==> config.mk <==
export PLATFORM = sky130hd
export DESIGN_NAME = moravec_scan_ctrl_flat
export DESIGN_NICKNAME = d
export VERILOG_FILES = /design/src/rtl/moravec_scan_if.sv /design/src/rtl/moravec_scan_ctrl.sv /design/src/flat_wrapper.sv
export SDC_FILE = /design/constraint.sdc
export NUM_CORES = 1
export LEC_CHECK = 0
export ABC_AREA = 1
export CORE_MARGIN = 2
export CORE_UTILIZATION = 44
export CTS_BUF_LIST = sky130_fd_sc_hd__clkbuf_8
export DETAILED_ROUTE_END_ITERATION = 6
export SYNTH_ARGS = -nofsm -noshare
export SYNTH_HDL_FRONTEND = slang
export SYNTH_SLANG_ARGS = --single-unit
==> constraint.sdc <==
create_clock -name clk -period 5.9 [get_ports clk]
set_input_delay 1.18 -clock clk [delete_from_list [all_inputs] [get_ports clk]]
set_output_delay 1.18 -clock clk [all_outputs]
set_load 0.02 [all_outputs]
==> src/rtl/moravec_scan_if.sv <==
// moravec_scan_if: job control and read-request bundle between the scan sequencer and its host.
interface moravec_scan_if #(parameter int ADDR_W = 7);
    logic start, abort, stall, rd_en, win_first, win_last, busy, done;
    logic [ADDR_W-1:0] rd_addr, win_row, win_col;
    modport master (
        output start, abort, stall,
        input rd_en, rd_addr, win_row, win_col, win_first, win_last, busy, done
    );
    modport slave (
        input start, abort, stall,
        output rd_en, rd_addr, win_row, win_col, win_first, win_last, busy, done
    );
endinterface

==> src/rtl/moravec_scan_ctrl.sv <==
// moravec_scan_ctrl: walks every WxW window over an NxN image row-major, one read address per accepted beat.
module moravec_scan_ctrl #(
    parameter int N = 8,
    parameter int W = 3,
    parameter int ADDR_W = 7
) (
    input logic clk,
    input logic rst,
    moravec_scan_if.slave bus
);
    typedef enum logic [1:0] {IDLE, ISSUE, DONE} state_t;
    localparam logic [ADDR_W-1:0] N_A = ADDR_W'(N);
    localparam logic [ADDR_W-1:0] W_MAX = ADDR_W'(W - 1);
    localparam logic [ADDR_W-1:0] C_MAX = ADDR_W'(N - W);
    state_t state, state_n;
    logic [ADDR_W-1:0] r, c, i, j, r_n, c_n, i_n, j_n;
    logic j_end, win_end, c_end;
    assign j_end = j == W_MAX;
    assign win_end = j_end && i == W_MAX;
    assign c_end = c == C_MAX;
    always_comb begin
        state_n = state;
        r_n = r;
        c_n = c;
        i_n = i;
        j_n = j;
        case (state)
            IDLE: if (bus.start) begin
                state_n = ISSUE;
                r_n = '0;
                c_n = '0;
                i_n = '0;
                j_n = '0;
            end
            ISSUE: if (bus.abort) state_n = IDLE;
            else if (!bus.stall) begin
                if (win_end && c_end && r == C_MAX) state_n = DONE;
                else begin
                    j_n = j_end ? '0 : j + 1'b1;
                    i_n = win_end ? '0 : j_end ? i + 1'b1 : i;
                    c_n = win_end ? (c_end ? '0 : c + 1'b1) : c;
                    r_n = win_end && c_end ? r + 1'b1 : r;
                end
            end
            default: state_n = IDLE;
        endcase
    end
    // outputs are registered from the next-state counters so they line up with the beat they describe
    always_ff @(posedge clk or posedge rst) begin
        if (rst) begin
            state <= IDLE;
            r <= '0;
            c <= '0;
            i <= '0;
            j <= '0;
            bus.rd_en <= 1'b0;
            bus.rd_addr <= '0;
            bus.win_row <= '0;
            bus.win_col <= '0;
            bus.win_first <= 1'b0;
            bus.win_last <= 1'b0;
            bus.busy <= 1'b0;
            bus.done <= 1'b0;
        end else begin
            state <= state_n;
            r <= r_n;
            c <= c_n;
            i <= i_n;
            j <= j_n;
            bus.rd_en <= state_n == ISSUE;
            bus.rd_addr <= (r_n + i_n) * N_A + c_n + j_n;
            bus.win_row <= r_n;
            bus.win_col <= c_n;
            bus.win_first <= state_n == ISSUE && i_n == '0 && j_n == '0;
            bus.win_last <= state_n == ISSUE && i_n == W_MAX && j_n == W_MAX;
            bus.busy <= state_n != IDLE;
            bus.done <= state_n == DONE;
        end
    end
endmodule

==> src/flat_wrapper.sv <==
// flat-port wrapper written by rule: the top's interface ports become plain ports
module moravec_scan_ctrl_flat 
#(
    parameter int N = 8,
    parameter int W = 3,
    parameter int ADDR_W = 7
)
  (clk, rst, bus_start, bus_abort, bus_stall, bus_rd_en, bus_rd_addr, bus_win_row, bus_win_col, bus_win_first, bus_win_last, bus_busy, bus_done);
  moravec_scan_if #(.ADDR_W(ADDR_W)) bus_i ();
  input logic clk;
  input logic rst;
  input wire logic [$bits(bus_i.start)-1:0] bus_start;
  input wire logic [$bits(bus_i.abort)-1:0] bus_abort;
  input wire logic [$bits(bus_i.stall)-1:0] bus_stall;
  output wire logic [$bits(bus_i.rd_en)-1:0] bus_rd_en;
  output wire logic [$bits(bus_i.rd_addr)-1:0] bus_rd_addr;
  output wire logic [$bits(bus_i.win_row)-1:0] bus_win_row;
  output wire logic [$bits(bus_i.win_col)-1:0] bus_win_col;
  output wire logic [$bits(bus_i.win_first)-1:0] bus_win_first;
  output wire logic [$bits(bus_i.win_last)-1:0] bus_win_last;
  output wire logic [$bits(bus_i.busy)-1:0] bus_busy;
  output wire logic [$bits(bus_i.done)-1:0] bus_done;
  assign bus_i.start = bus_start;
  assign bus_i.abort = bus_abort;
  assign bus_i.stall = bus_stall;
  assign bus_rd_en = bus_i.rd_en;
  assign bus_rd_addr = bus_i.rd_addr;
  assign bus_win_row = bus_i.win_row;
  assign bus_win_col = bus_i.win_col;
  assign bus_win_first = bus_i.win_first;
  assign bus_win_last = bus_i.win_last;
  assign bus_busy = bus_i.busy;
  assign bus_done = bus_i.done;
  moravec_scan_ctrl #(.N(N), .W(W), .ADDR_W(ADDR_W)) u_core (.clk(clk), .rst(rst), .bus(bus_i));
endmodule
; Word level (Yosys, flattened, before mapping)
; Cells that the tools add are included.
[op_classes]
n_addsub = 7
n_eq_ne = 9
n_mux = 31
n_reduce_logical = 11
[op_table]
columns = cell, n
row1 = 7-bit 2-to-1 mux, 22
row2 = 7-bit one-hot mux with 2 select lines, 4
row3 = "7-bit by 1-bit adder with 7-bit output, second input constant", 4
row4 = "7-bit by 2-bit == test with 1-bit output, second input constant", 4
row5 = 7-bit adder, 2
row6 = "7-bit by 3-bit == test with 1-bit output, second input constant", 2
row7 = 7-bit zero test, 2
row8 = 2-bit 2-to-1 mux, 4
row9 = 1-bit logical AND, 7
row10 = 4-bit adder, 1
row11 = "2-bit by 1-bit == test with 1-bit output, second input constant", 2
row12 = 2-bit one-hot mux with 2 select lines, 1
row13 = "2-bit == test, second input constant", 1
row14 = 2-bit zero test, 1
row15 = 2-bit nonzero test, 1
[totals]
reg_bits = 42
in_bits = 5
wordCells = 69

; Logic depth before layout (Yosys ltp)
; Gate-level depths: netlist (run 1).
[depth]
depth_word = 11
mapped_depth = 35

; Worst setup path before layout (run 1)
; No wires, ideal clock.
[synth_path]
path_type = input-to-reg
start = input bus_stall
end = register u_core.bus.rd_addr[6]
path_slack_ps = 1494
path_stages = 27
t_arrival_ps = 4289
cell_sequence = nor2_2 > nand4_2 > nor2_4 > inv_1 > nand2_1 > inv_1 > nand2_1 > o21ai_0 > ha_1 > inv_1 > fa_1 > inv_1 > ha_1 > a21oi_1 > nand2_1 > a21oi_1 > inv_1 > a21oi_1 > nand3_1 > nand2_1 > nand2_1 > nand2_1 > inv_1 > nand2_1 > nand2_1 > nand2_1 > nand2_1
[synth_between]
elab_chain_len = 6
elab_cells_between_ends = 15
cone_classes = add/sub: 3 / mux: 12
[synth_lines]
columns = element, line
row1 = from (decl), flat_wrapper.sv:14  ; input wire logic [$bits(bus_i.stall)-1:0] bus_stall;
row2 = 7-bit 2-to-1 mux, moravec_scan_ctrl.sv:36  ; else if (!bus.stall) begin
row3 = 7-bit 2-to-1 mux, moravec_scan_ctrl.sv:35  ; ISSUE: if (bus.abort) state_n = IDLE;
row4 = 7-bit one-hot mux with 2 select lines, moravec_scan_ctrl.sv:27  ; case (state)
row5 = named net u_core.r_n[0], moravec_scan_ctrl.sv:16  ; logic [ADDR_W-1:0] r, c, i, j, r_n, c_n, i_n, j_n;
row6 = 4-bit adder, moravec_scan_ctrl.sv:71  ; bus.rd_addr <= (r_n + i_n) * N_A + c_n + j_n;
row7 = 7-bit adder (2 in series), moravec_scan_ctrl.sv:71
row8 = to (signal assigned), moravec_scan_ctrl.sv:71
row9 = to (decl), moravec_scan_if.sv:11  ; output rd_en, rd_addr, win_row, win_col, win_first, win_last, busy, done
; The timed path passes the listed nets, and every way through them passes these cells.

; Worst setup path in the final report (run 1)
; Same ends and word-level chain as after synthesis.

==> results of run 1 <==
## cell usage in the layout, fill, tap and decap left out, types with 8 or more instances in the layout
cell / count
a21oi_1: 8
clkdlybuf4s50_1: 30
dfrtp_1: 42
ha_1: 19
inv_1: 74
nand2_1: 92
nand3_1: 36
nand4_1: 11
nor2_1: 19
nor2_2: 9
o21ai_0: 29
xor2_1: 8
## path summary, 6_finish.rpt
| path | from | end | slack (ns) | cells past startpoint |
|---|---|---|---|---|
| min reg2reg | u_core.bus.win_row[4] | u_core.bus.win_row[4] | 0.59 | 1 |
| max reg2reg | u_core.i[0] | u_core.bus.rd_addr[6] | 1.18 | 32 |
| max | bus_stall | u_core.bus.rd_addr[6] | 0.73 | 28 |
| min | u_core.bus.win_row[4] | u_core.bus.win_row[4] | 0.59 | 1 |
| max in group asynchronous | rst | u_core.i[4] | 4.21 | 3 |
| min in group asynchronous | rst | u_core.bus.rd_addr[4] | 1.32 | 3 |
## layout make-up
class	instances	area [sq um]	share of cell area [%]
Sequential cell	42	1050	29.2
Clock buffer	5	68.8	1.91
Multi-Input combinational cell	280	1680	46.5
Inverter	84	315	8.75
Timing Repair Buffer	33	323	8.96
Clock inverter	3	68.8	1.91
Tap cell	80	100	2.78
## worst reg2reg max path: cells and delay by family (launching register included)
family                     cells  cell delay [ns]
and+or+nand+nor               16             1.64
AOI/OAI and AO/OA              4             0.58
adders and majority gates      4             1.34
DFF                            1             0.46
buffers and inverters          8             0.58
## kinds of logic after synthesis
group,Yosys count,share of synthesized area [%]
and+or+nand+nor,193,31.7
AOI/OAI and AO/OA,55,10.2
DFF,42,34.4
xor gates and xnor gates,9,2.58
buffers and inverters,87,10.7
adders and majority gates,23,10.4
## through the flow
stage / cell area [sq um] / hold slack, ns / setup WS [ns] / power, mW
after floorplan: 3050 / 0.544 / 1.49 / 0.443
after global routing: 3600 / 0.615 / 0.204 / 0.821
after CTS: 3600 / 0.604 / 0.733 / 0.788
after global placement: 3470 / 0.576 / 0.451 / 0.510
final: 3600 / 0.594 / 0.732 / 0.779
after detailed placement: 3470 / 0.579 / 0.442 / 0.509
## sequential cells by signal (all words and copies together), names as in the netlist
register              count
u_core.bus.win_last       1
u_core.bus.win_row        7
u_core.j                  7
u_core.i                  7
u_core.bus.rd_addr        7
u_core.bus.busy           1
u_core.bus.rd_en          1
u_core.bus.win_first      1
u_core.state              2
u_core.bus.done           1
u_core.bus.win_col        7
## layer usage
metal	global-route usage (%)	vias to the layer above	routed length, microns	share of wire (%)
met5	0	-	0	0
met4	6.57	0	132	1.7
met3	3.51	13	421	5.5
met2	37.9	64	3770	49
met1	29.2	1313	3340	44
li1	-	1387	-	-
## power groups by stage
| stage | clock network [mW] | logic, mW | registers (mW) |
|---|---|---|---|
| global placement | 0 | 0.180 | 0.330 |
| floorplan | 0 | 0.106 | 0.337 |
| finish | 0.275 | 0.179 | 0.324 |
| global route | 0.292 | 0.202 | 0.327 |
| detailed placement | 0 | 0.179 | 0.330 |
| CTS | 0.284 | 0.180 | 0.324 |
==> impl_metrics.env, run 1 <==
export IMPL_remaining_drc_errors=0
export IMPL_p_leak_nw=1.83
export IMPL_max_slew_margin_pct=62.5
export IMPL_clock_tree_root_cell="clkbuf_8"
export IMPL_clock_latency_ns=0.30
export IMPL_area_growth_pct=18.0
export IMPL_crit_slowest_cell="clkdlybuf4s50_1"
export IMPL_p_sw_share_pct=31.2
export IMPL_place_hpwl_microns=5960
export IMPL_final_cells=527
export IMPL_setup_viol=0
export IMPL_dieWidth_microns=87.3
export IMPL_grt_util_all_layers_pct=22.3
export IMPL_ant_nets=0
export IMPL_die_h_microns=87.3
export IMPL_fin_crit_sh_pct=87.6
export IMPL_powerDensity_mw_per_mm2=216
export IMPL_clk_path_buf_depth=2
export IMPL_cts_num_sinks=42
export IMPL_grt_pass1_vias=2743
export IMPL_final_setup_tns_ns=0
export IMPL_globalplace_congestion=0.883
export IMPL_io_pins=31
export IMPL_critPathBufInv=7
export IMPL_p_comb_share_pct=23.0
export IMPL_vias_per_cell=5.27
export IMPL_first_pass_iters=4
export IMPL_grt_pass1_wl_microns=13100
export IMPL_worstPathRequired_ns=6.10
export IMPL_ys_flop_type="dfrtp_1"
export IMPL_cts_made_buffers=5
export IMPL_vias=2777
export IMPL_critPathMaxStageDelay_ns=0.53
export IMPL_synth_distinct_cells=36
export IMPL_io_buffer_count=30
export IMPL_startpoint_type="input pin"
export IMPL_cts_setup_buffers=0
export IMPL_synth_edf_count=0
export IMPL_drtIter0Drc=233
export IMPL_hold_path_class="reg2reg"
export IMPL_arrival_ns=5.36
export IMPL_period_needed_ns=5.17
export IMPL_critPathKind="in2reg"
export IMPL_antennaDiodeCount=0
export IMPL_wl_per_cell_microns=14.5
export IMPL_tightest_slew_ns=0.561
export IMPL_antenna_found_initial=0
export IMPL_yosysSeqAreaShare_pct=34.4
export IMPL_rsz0062_at_grt="no"
export IMPL_yosys_area_top_type="dfrtp_1"
export IMPL_rows=30
export IMPL_fillers=678
export IMPL_critical_path_top_delay_family="simple AND/OR/NAND/NOR gates"
export IMPL_p_int_uw=536
export IMPL_htree_levels=2
export IMPL_endpoint_kind="register"
export IMPL_ctsResizeCount=0
export IMPL_drive_gt1_share_pct=10.7
export IMPL_maxSlewViolCount=0
export IMPL_synth_area_sq_mm=0.00305
export IMPL_ctsHoldBuffers=0
export IMPL_fp_dieArea_sq_mm=0.00762
export IMPL_synth_top_area_share_pct=34.4
export IMPL_yosysMostFrequentCell="nand2_1"
export IMPL_ir_drop_mv=0.113
export IMPL_synth_top_cells_by_area="dfrtp_1 (34%), nand2_1 (11%), inv_1 (9.2%), ha_1 (7.8%), nand3_1 (5.9%)"
export IMPL_cts_tree="yes"
export IMPL_cts_clk_slew_worst_paths_ns=0.09
export IMPL_fmaxAchievable_ghz=0.194
export IMPL_syn_inst=409
export IMPL_grt_max_degree=43
export IMPL_place_inst=519
export IMPL_seq_power_share_pct=41.6
export IMPL_hold_viol_final=0
export IMPL_clock_skew_ns=0.00732
export IMPL_switchingPower_uw=243
export IMPL_async_flop_share_pct=100
export IMPL_utilization_pct=53.3
export IMPL_initial_core_util_pct=45.2
export IMPL_clockPowerShare_pct=35.3
export IMPL_ys_ff_latch=42
export IMPL_crit_fanout=7
export IMPL_wirelength_microns=7660
export IMPL_crit_top_cell="nand2_1"
export IMPL_core_region_area_sq_mm=0.00676
export IMPL_avgSynthCellArea_sq_um=7.47
export IMPL_globalRoute_totalOverflow=0
export IMPL_maxCapViolations=0
export IMPL_yosys_top_cells_count="nand2_1 (92), inv_1 (75), dfrtp_1 (42)"
export IMPL_ys_warnings_count=0
export IMPL_fin_nets=474
export IMPL_synth_fp_nets=437
export IMPL_status="finished clean"
Power figures use the tool's default switching activity.
==> run 2: changes to the inputs <==
CORE_MARGIN = not set   (was 2)
==> run 2 against run 1 <==
Register-to-register slack worse by 0.05 ns. Setup slack better by 0.12 ns. Sequential cell count stayed put. Wire length is 0.33% lower. Design area is 1.2% lower. Final cell count is 0.38% lower. Critical path depth stayed put. Core utilization is 1.2 points higher. Critical endpoint unchanged. Largest power group unchanged. Highest routed layer unchanged.
==> impl_metrics.env, run 2 (same netlist as run 1, synthesis figures left out) <==
export IMPL_critical_path_top_delay_family="simple AND/OR/NAND/NOR gates"
export IMPL_htree_levels=2
export IMPL_clock_skew_ns=0.00452
export IMPL_place_inst=517
export IMPL_vias=2744
export IMPL_area_growth_pct=16.6
export IMPL_layout_common_cells="nand2_1 (92), inv_1 (74), dfrtp_1 (42), nand3_1 (36), clkdlybuf4s50_1 (30)"
export IMPL_status="finished clean"
export IMPL_drive_gt1_share_pct=10.9
export IMPL_setup_viol=0
export IMPL_core_region_area_sq_mm=0.00653
export IMPL_cts_setup_buffers=0
export IMPL_critPathBufInv=7
export IMPL_first_pass_iters=5
export IMPL_antenna_found_initial=0
export IMPL_stdcell_area_sq_mm=0.00356
export IMPL_dieWidth_microns=85.3
export IMPL_globalplace_congestion=0.924
export IMPL_grt_pass1_vias=2647
export IMPL_reg2reg_from="u_core.i[0]"
export IMPL_cts_made_buffers=5
export IMPL_io_buffer_count=30
export IMPL_wl_per_cell_microns=14.5
export IMPL_remaining_drc_errors=0
export IMPL_maxCapViolations=0
export IMPL_hold_depth=2
export IMPL_worstPathRequired_ns=6.10
export IMPL_drtIter0Drc=170
export IMPL_crit_slowest_cell="fa_1"
export IMPL_period_needed_ns=5.04
export IMPL_ir_drop_mv=0.127
export IMPL_reg2regPathDepth=32
export IMPL_dpl_cell_area_sq_mm=0.00347
export IMPL_fin_nets=475
export IMPL_startpoint_type="input pin"
export IMPL_cts_num_sinks=42
export IMPL_io_pins=31
export IMPL_ff2ff_setup_slack_ns=1.13
export IMPL_place_ws_ns=0.557
export IMPL_rsz0062_at_grt="no"
export IMPL_arrival_ns=5.24
export IMPL_hp_start="u_core.j[5]"
export IMPL_initial_core_util_pct=46.8
export IMPL_wirelength_microns=7640
export IMPL_antennaDiodeCount=0
export IMPL_vias_per_cell=5.23
export IMPL_endpoint_kind="register"
export IMPL_die_h_microns=85.3
export IMPL_grt_util_all_layers_pct=22.6
export IMPL_place_hpwl_microns=5870
export IMPL_ctsResizeCount=0
export IMPL_fmaxAchievable_ghz=0.198
export IMPL_critPathMaxStageDelay_ns=0.53
export IMPL_layout_commonest_cell="nand2_1"
export IMPL_ant_nets=0
export IMPL_clock_latency_ns=0.30
export IMPL_hold_viol_final=0
export IMPL_grt_pass1_wl_microns=12700
export IMPL_tightest_slew_ns=0.616
export IMPL_p_leak_nw=1.81
export IMPL_ctsHoldBuffers=0
export IMPL_final_setup_tns_ns=0
export IMPL_clk_path_buf_depth=2
export IMPL_rows=29
export IMPL_maxSlewViolCount=0
export IMPL_final_cells=525
export IMPL_fp_dieArea_sq_mm=0.00728
export IMPL_powerDensity_mw_per_mm2=196
export IMPL_grt_max_degree=43
export IMPL_cts_tree="yes"
export IMPL_fillers=643
export IMPL_cts_clk_slew_worst_paths_ns=0.09
export IMPL_r2r_end="u_core.bus.rd_addr[6]"
export IMPL_globalRoute_totalOverflow=0
export IMPL_hold_path_class="reg2reg"
export IMPL_max_slew_margin_pct=58.8
export IMPL_fin_crit_sh_pct=85.5
export IMPL_crit_fanout=7
export IMPL_critPathKind="in2reg"
export IMPL_setup_slack_ns=0.857
export IMPL_crit_top_cell="nand2_1"
export IMPL_whs_ns=0.612
export IMPL_clock_tree_root_cell="clkbuf_8"
export IMPL_hold_end="u_core.j[5]"
-- run 2: final cells by class --
type / count / area [sq um] / area share [%]
multi-input combinational: 280 / 1680 / 47.1
sequential: 42 / 1050 / 29.5
timing repair buffer: 34 / 330 / 9.28
inverter: 84 / 315 / 8.86
tap: 77 / 96.3 / 2.71
clock buffer: 5 / 68.8 / 1.93
clock inverter: 3 / 21.3 / 0.598
-- run 2: per-stage QoR --
stage	power, mW	utilization (%)
3_3_place_gp	0.509	53.1
6_report	0.696	54.5
5_1_grt	0.732	54.5
2_1_floorplan	0.443	-
3_5_place_dp	0.510	53.1
4_1_cts	0.702	54.5
-- run 2: layer usage --
| layer | up-vias | wire, microns | GRT usage, % |
|---|---|---|---|
| met5 | - | 0 | 0 |
| met3 | 7 | 507 | 5.06 |
| met2 | 83 | 3670 | 39.1 |
| li1 | 1379 | - | - |
| met4 | 0 | 77 | 5.61 |
| met1 | 1275 | 3390 | 28.9 |
-- run 2: worst max path at each step --
stage | start | end | slack, ns | cells after the start
after floorplan | bus_stall | u_core.bus.rd_addr[6] | 1.49 | 27
after global placement | bus_stall | u_core.bus.rd_addr[6] | 0.62 | 28
after detailed placement | bus_stall | u_core.bus.rd_addr[6] | 0.56 | 28
after CTS | bus_stall | u_core.bus.rd_addr[6] | 0.86 | 28
after global routing | bus_stall | u_core.bus.rd_addr[6] | 0.50 | 30
final | bus_stall | u_core.bus.rd_addr[6] | 0.86 | 28
-- run 2: tightest hold or removal path, stage by stage, from the launching register on --
cell	delay, ns
dfrtp_1	0.40
nand2_1	0.07
nand2_1	0.10
-- run 2: power by group --
| group | internal (mW) | switching, mW | leakage, nW |
|---|---|---|---|
| Sequential | 0.305 | 0.0182 | 0.572 |
| Combinational | 0.0626 | 0.119 | 1.20 |
| Clock | 0.0833 | 0.108 | 0.0441 |
